### config.mk
export PLATFORM = sky130hd
export DESIGN_NAME = monostable_pulse_meter
export DESIGN_NICKNAME = d
export VERILOG_FILES = /design/src/rtl/monostable_pulse_meter.sv
export SDC_FILE = /design/constraint.sdc
export NUM_CORES = 1
export LEC_CHECK = 0
export BUFFER_PORTS_ARGS = -buffer_cell sky130_fd_sc_hd__buf_2
export CAP_MARGIN = 40
export CORE_MARGIN = 8
export CORE_UTILIZATION = 40
export CTS_CLUSTER_DIAMETER = 120
export DETAILED_ROUTE_END_ITERATION = 7
export GPL_TIMING_DRIVEN = 0
export PLACE_DENSITY_LB_ADDON = 0.15
export SYNTH_ARGS = -nofsm -noshare
export SYNTH_HDL_FRONTEND = slang
export SYNTH_SLANG_ARGS = --single-unit
### constraint.sdc
create_clock -name clk -period 2 [get_ports clk]
set_clock_uncertainty 0.1 [all_clocks]
set_input_delay 0.2 -clock clk [delete_from_list [all_inputs] [get_ports clk]]
set_output_delay 0.2 -clock clk [all_outputs]
set_load 0.02 [all_outputs]
### src/rtl/monostable_pulse_meter.sv
// Resynchronises the one-shot Q output and measures each pulse width in clk cycles; the result
// appears SyncStages+1 edges after q_in falls, held in one register; a result arriving while it is full is dropped (sticky overrun).
module monostable_pulse_meter #(
    parameter int CountWidth = 16,
    parameter int MinWidth   = 80,
    parameter int MaxWidth   = 120,
    parameter int SyncStages = 2
) (
    input  logic                  clk,
    input  logic                  reset,
    input  logic                  q_in,
    output logic                  meas_valid,
    input  logic                  meas_ready,
    output logic [CountWidth-1:0] meas_width,
    output logic                  meas_short,
    output logic                  meas_long,
    output logic                  meas_sat,
    output logic                  busy,
    output logic                  overrun
);

    typedef enum logic [1:0] {ARM, IDLE, COUNT} state_t;

    localparam logic [CountWidth-1:0] MIN_W   = CountWidth'(MinWidth);
    localparam logic [CountWidth-1:0] MAX_W   = CountWidth'(MaxWidth);
    localparam logic [CountWidth-1:0] CNT_MAX = '1;

    state_t                  state_q, state_d;
    logic [SyncStages-1:0]   sync_q, sync_d;
    logic                    q_p_q, q_p_d;
    logic [CountWidth-1:0]   count_q, count_d;
    logic                    sat_q, sat_d;
    logic                    vld_q, vld_d;
    logic [CountWidth-1:0]   width_q, width_d;
    logic                    short_q, short_d;
    logic                    long_q, long_d;
    logic                    rsat_q, rsat_d;
    logic                    ovr_q, ovr_d;
    logic                    q_s, rise, fall, capture, xfer, load;

    always_comb begin
        sync_d  = {sync_q[SyncStages-2:0], q_in};
        q_s     = sync_q[SyncStages-1];
        q_p_d   = q_s;
        rise    = q_s & ~q_p_q;
        fall    = ~q_s & q_p_q;
        state_d = state_q;
        count_d = count_q;
        sat_d   = sat_q;
        capture = 1'b0;
        case (state_q)
            ARM:  if (!q_s) state_d = IDLE;
            IDLE: if (rise) begin
                state_d = COUNT;
                count_d = CountWidth'(1);
                sat_d   = 1'b0;
            end
            COUNT: if (q_s) begin
                // Pin at all-ones once the count would overflow.
                if (count_q == CNT_MAX) sat_d = 1'b1;
                else                    count_d = count_q + CountWidth'(1);
            end else if (fall) begin
                capture = 1'b1;
                state_d = IDLE;
            end
            default: state_d = ARM;
        endcase

        xfer    = vld_q & meas_ready;
        load    = capture & (~vld_q | meas_ready);
        vld_d   = vld_q;
        width_d = width_q;
        short_d = short_q;
        long_d  = long_q;
        rsat_d  = rsat_q;
        ovr_d   = ovr_q | (capture & ~load);
        if (load) begin
            vld_d   = 1'b1;
            width_d = count_q;
            short_d = count_q < MIN_W;
            long_d  = (count_q > MAX_W) | sat_q;
            rsat_d  = sat_q;
        end else if (xfer) begin
            vld_d   = 1'b0;
        end
    end

    always_ff @(posedge clk) begin
        // The synchroniser keeps running through reset so ARM sees the true line level.
        sync_q <= sync_d;
        q_p_q  <= q_p_d;
        if (reset) begin
            state_q <= ARM;
            count_q <= '0;
            sat_q   <= 1'b0;
            vld_q   <= 1'b0;
            width_q <= '0;
            short_q <= 1'b0;
            long_q  <= 1'b0;
            rsat_q  <= 1'b0;
            ovr_q   <= 1'b0;
        end else begin
            state_q <= state_d;
            count_q <= count_d;
            sat_q   <= sat_d;
            vld_q   <= vld_d;
            width_q <= width_d;
            short_q <= short_d;
            long_q  <= long_d;
            rsat_q  <= rsat_d;
            ovr_q   <= ovr_d;
        end
    end

    assign meas_valid = vld_q;
    assign meas_width = width_q;
    assign meas_short = short_q;
    assign meas_long  = long_q;
    assign meas_sat   = rsat_q;
    assign busy       = (state_q == COUNT);
    assign overrun    = ovr_q;

endmodule

==> results.py, run 1 <==
metrics = {
    "outcome": {
        "outcome": "finished, final reports clean",
    },
    "place": {
        "dp_hpwl_mm": 3.94,
        "place_ws_ns": -0.0694,
        "place_area_um2": 2280,
        "port_buffers": 25,
        "finalWeightedCongestion": 0.864,
        "dp_cells": 343,
    },
    "cells_and_area": {
        "final_common_cell": "nand2_1",
        "finalNonFillerCells": 350,
        "nNetsFinal": 285,
        "drive_gt1_share_pct": 22.1,
        "final_area_um2": 2390,
        "layout_common_cells": "nand2_1, dfxtp_1, buf_2",
        "fill_cells": 500,
        "area_growth_pct": 15.4,
        "n_antenna_cell": 0,
    },
    "timing": {
        "fin_hold_ws_ns": 0.105,
        "max_freq_ghz": 0.522,
        "hold_violations": 0,
        "finalWorstSetupSlack_ns": 0.0857,
        "fin_crit_sh_pct": 95.7,
        "slew_violations": 0,
        "worst_pin_slew_ns": 0.558,
        "setup_violations": 0,
        "period_needed_ns": 1.91,
        "slew_headroom_pct": 62.8,
        "rsz0062_at_grt": "no",
    },
    "clock_tree": {
        "clockRootBuffer": "clkbuf_8",
        "clockBufferDepth": 2,
        "cts.clk_slew.worst_paths_ns": 0.08,
        "htree_levels": 2,
        "clock_latency_ns": 0.30,
        "cts_buffers": 5,
        "cts_tree": "yes",
        "cts.sinks": 43,
    },
    "synth": {
        "synthFlopType": "dfxtp_1",
        "syn_inst": 248,
        "yosysWarnings": 0,
        "synth_edf_count": 0,
        "synth.avg_cell_area_um2": 8.33,
        "ys_ff_latch": 43,
        "synth_compound_area_share_pct": 21.9,
        "synth_fa_ha_area_share_pct": 0.605,
        "seq_area_frac_synth_pct": 41.6,
        "synth_nets": 253,
        "synth.mux.area_fraction_pct": 0.484,
        "synthArstFlopShare_pct": 0,
        "synth_area_um2": 2070,
        "synth_xor_area_share_pct": 0,
        "synthSimpleGateAreaFrac_pct": 28.8,
        "synth_top_family_by_area": "simple AND/OR/NAND/NOR gates",
        "yosysUniqueCellTypes": 51,
    },
    "setup_path": {
        "cp-startpoint": "count_q[0]",
        "cp_cell_sequence": "ha_2, and3_2, and4_2, buf_6, o41ai_1, a31o_2",
        "crit_required_ns": 2.15,
        "r2r-start": "count_q[0]",
        "arrival_ns": 2.06,
        "cp-start-kind": "flip-flop",
        "cp_max_fo": 10,
        "cp-end-kind": "flip-flop",
        "crit_type": "reg -> reg",
        "cp_slowest_cell": "dfxtp_2",
        "critical-path-max-stage-delay_ns": 0.37,
    },
    "detailed_routing": {
        "via_per_inst": 5.60,
        "drcViolationCount": 0,
        "vias": 1960,
        "drtAntennaViolNets": 0,
        "wirelength_mm": 5.59,
        "initialDrtViolationCount": 202,
        "detail_route.first_pass.iterations": 5,
        "wl_per_cell_um": 16.0,
    },
    "die": {
        "rows": 26,
        "fp.dieH_um": 87.9,
        "coreArea_um2": 5040,
        "die_area_um2": 7720,
        "ios": 26,
        "die_w_um": 87.9,
        "start_util_pct": 41.0,
    },
    "hold_path": {
        "hold_path.class": "in -> reg",
        "hp-start": "meas_ready",
    },
    "flow_run": {
        "drv_cap": 0,
    },
    "grt": {
        "grt_pass1_wl_mm": 9.23,
        "grt_max_degree": 13,
        "track_usage_pct": 15.2,
        "grt_pass1_vias": 1787,
        "grt-ovfl-total": 0,
        "antenna_found_initial": 0,
    },
    "power": {
        "leakage_nw": 0.928,
        "p_total_mw": 1.51,
        "peakVddDrop_mv": 0.349,
        "power_density_nw_per_um2": 633,
    },
}
[registers in the layout (all words and copies together) (netlist names)]
name and count:
meas_valid 1, sat_q 1, count_q 16, meas_long 1, meas_width 16, meas_short 1, sync_q 2, state_q 2
meas_sat 1, overrun 1, q_p_q 1
[metrics by stage]
stage	TNS (ns)	utilization, %
floorplan	0	-
global placement	-0.593	45.2
detailed placement	-0.284	45.2
CTS	0	47.2
global route	0	47.3
finish	0	47.3
[per-layer routing]
layer	vias to the layer above	GRT usage (%)	part of all wire, %	wire (um)
met5	-	0	0	0
met4	0	3.91	1.2	65
met3	8	4.32	7.2	400
met2	81	23.0	45	2520
met1	893	20.4	47	2600
li1	978	-	-	-
[where the power goes]
group          switching (mW)  internal (mW)
sequential            0.00986          0.863
clock                   0.300          0.271
combinational          0.0441         0.0228
total                   0.354           1.16
[area by class of cell]
cell class	instances	area (um^2)	area share (%)
Tap cell	70	87.6	3.67
Inverter	4	15.0	0.629
Clock inverter	1	5.00	0.210
Multi-Input combinational cell	183	1080	45.3
Clock buffer	6	82.6	3.46
Buffer	17	118	4.93
Timing Repair Buffer	26	135	5.66
Sequential cell	43	863	36.2
[critical path: cells and delay by family, from the launching register on]
| family | cells | cell delay (ns) |
|---|---|---|
| buffers and inverters | 1 | 0.15 |
| AOI/OAI and AO/OA | 2 | 0.48 |
| and+or+nand+nor | 2 | 0.52 |
| adders and majority gates | 1 | 0.23 |
| DFF | 1 | 0.37 |
[synthesized netlist by cell type (2+ instances only)]
master	n	area (um^2)
a31oi_1	3	18.8
nand3_1	6	30.0
a31o_2	4	35.0
a21oi_1	30	150
buf_6	6	67.6
a41oi_1	2	17.5
o311ai_0	2	17.5
clkbuf_1	5	18.8
nand4_1	7	43.8
nor4_1	3	18.8
dfxtp_1	43	861
buf_2	7	35.0
nor2_1	12	45.0
nand2_1	49	184
a211oi_1	6	45.0
o21ai_0	8	40.0
nand2b_1	3	18.8
and3_2	2	15.0
and3_1	5	31.3
inv_1	4	15.0
or4_1	5	37.5
nor3_1	5	25.0
and4_1	3	26.3
[repair_timing]
| action | CTS | global route |
|---|---|---|
| pin swaps | 0 | 0 |
| endpoints found under the setup margin | 6 | 14 |
| endpoints found under the hold margin | 1 | 0 |
| hold buffers | 1 | 0 |
| gates resized for setup | 3 | 2 |
| buffers inserted | 0 | 0 |
[worst paths after layout]
| kind | end | slack [ns] | cells after the start |
|---|---|---|---|
| worst max-delay path | count_q[14] | 0.09 | 6 |
| worst min-delay path | meas_valid | 0.10 | 4 |
| worst max register to register | count_q[14] | 0.09 | 6 |
| worst min register to register | sync_q[1] | 0.23 | 0 |
[logic make-up after synthesis]
group                    Yosys count
AO/OA/AOI/OAI                     69
adder cells (fa/ha/maj)            1
buffers and inverters             22
flip-flops                        43
multiplexers                       1
AND/OR/NAND/NOR                  112
Power figures use the tool's default switching activity.
==> run 2: changes to the inputs <==
Clock period 2 ns to 2.09 ns, I/O delays scaled along.
==> results.py, run 2 (synthesized netlist as in run 1, its figures left out) <==
metrics = {
    "detailed_routing": {
        "wl_per_cell_um": 15.9,
        "drcViolationCount": 0,
        "initialDrtViolationCount": 206,
        "drtAntennaViolNets": 0,
        "wirelength_mm": 5.58,
        "vias": 1969,
        "detail_route.first_pass.iterations": 5,
        "via_per_inst": 5.61,
    },
    "clock_tree": {
        "clock_latency_ns": 0.30,
        "cts_buffers": 5,
        "cts_setup_buffers": 0,
        "htree_levels": 2,
        "cts.sinks": 43,
        "cts.clk_slew.worst_paths_ns": 0.08,
        "clockRootBuffer": "clkbuf_8",
        "clockBufferDepth": 2,
        "cts_tree": "yes",
    },
    "flow_run": {
        "drv_cap": 0,
    },
    "cells_and_area": {
        "seq_area_um2": 863,
        "multi_input_area_um2": 1070,
        "drive_gt1_share_pct": 21.4,
        "final_common_cell": "nand2_1",
        "fill_cells": 497,
        "n_antenna_cell": 0,
        "layout_common_cells": "nand2_1, dfxtp_1, buf_2",
        "final_area_um2": 2380,
        "post-route-util_pct": 47.2,
        "area_growth_pct": 15.3,
        "nNetsFinal": 286,
    },
    "timing": {
        "setup_violations": 0,
        "worst_pin_slew_ns": 0.560,
        "fin_crit_sh_pct": 94.4,
        "slew_violations": 0,
        "rsz0062_at_grt": "no",
        "slew_headroom_pct": 62.4,
        "period_needed_ns": 1.97,
        "hold_violations": 0,
        "max_freq_ghz": 0.507,
    },
    "place": {
        "port_buffers": 25,
        "finalWeightedCongestion": 0.864,
        "dp_hpwl_mm": 3.94,
        "place_area_um2": 2280,
    },
    "grt": {
        "grt_pass1_wl_mm": 9.23,
        "track_usage_pct": 15.2,
        "antenna_found_initial": 0,
        "grt_max_degree": 13,
        "grt_pass1_vias": 1787,
        "grt-ovfl-total": 0,
    },
    "setup_path": {
        "crit_required_ns": 2.18,
        "cp-start-kind": "flip-flop",
        "crit_type": "reg -> reg",
        "cp_max_fo": 10,
        "cp-end-kind": "flip-flop",
        "arrival_ns": 2.06,
    },
    "die": {
        "rows": 26,
        "start_util_pct": 41.0,
        "ios": 26,
        "coreArea_um2": 5040,
        "die_area_um2": 7720,
        "die_w_um": 87.9,
        "fp.dieH_um": 87.9,
    },
    "power": {
        "leakage_nw": 0.930,
        "peakVddDrop_mv": 0.333,
        "power_density_nw_per_um2": 605,
    },
    "hold_path": {
        "hold_path.class": "in -> reg",
    },
    "outcome": {
        "outcome": "finished, final reports clean",
    },
}
run 2: cell types whose count changed in the layout (fill, tap and decap cells not counted):
cell	previous run	this run
nor4bb_1	0	1
clkbuf_1	4	5
nor4bb_2	1	0
and3_1	4	5
and3_2	3	2
run 2: metal layers:
| metal | global-route usage (%) | vias up | wire, um |
|---|---|---|---|
| li1 | - | 977 | - |
| met1 | 20.4 | 901 | 2600 |
| met2 | 23.0 | 82 | 2500 |
| met3 | 4.32 | 9 | 398 |
| met4 | 3.91 | 0 | 83 |
| met5 | 0 | - | 0 |
run 2: stage by stage:
| stage | hold WS (ns) | total power [mW] | setup slack, ns | cells | TNS (ns) |
|---|---|---|---|---|---|
| final | 0.116 | 1.44 | 0.118 | 351 | 0 |
| after floorplan | 0.137 | 0.893 | 0.330 | 248 | 0 |
| after global placement | 0.210 | 0.916 | -0.0263 | 343 | -0.0528 |
| after detailed placement | 0.213 | 0.916 | 0.0206 | 343 | 0 |
| after global routing | 0.132 | 1.50 | 0.0375 | 351 | 0 |
| after CTS | 0.114 | 1.46 | 0.0274 | 351 | 0 |
run 2: power breakdown:
part / switching (mW) / leakage, nW / internal [mW]
clock: 0.284 / 0.0470 / 0.260
sequential: 0.00899 / 0.349 / 0.826
combinational: 0.0421 / 0.534 / 0.0215
total: 0.335 / 0.930 / 1.11
run 2: what timing repair did:
| action | in CTS | in global routing |
|---|---|---|
| endpoints found under the setup margin | 3 | 10 |
| gates resized for setup | 1 | 2 |
| endpoints found under the hold margin | 1 | 0 |
| hold buffers | 1 | 0 |
run 2: worst paths after layout:
| check | from | cells past startpoint | endpoint | slack, ns |
|---|---|---|---|---|
| max | count_q[0] | 6 | count_q[10] | 0.12 |
| min | meas_ready | 4 | meas_valid | 0.12 |
| max reg2reg | count_q[0] | 6 | count_q[10] | 0.12 |
| min reg2reg | sync_q[0] | 0 | sync_q[1] | 0.23 |
run 2: final cells by class:
class,count,area share [%]
clock inverter,1,0.210
multi-input combinational,183,45.0
tap,70,3.68
sequential,43,36.2
inverter,4,0.630
timing repair buffer,26,5.67
buffer,18,5.09
clock buffer,6,3.47
run 2: critical path: stages (launching register included):
cell,delay [ns]
dfxtp_2,0.41
ha_2,0.25
and3_1,0.30
and4_2,0.34
buf_6,0.16
a211oi_1,0.08
o211a_1,0.22
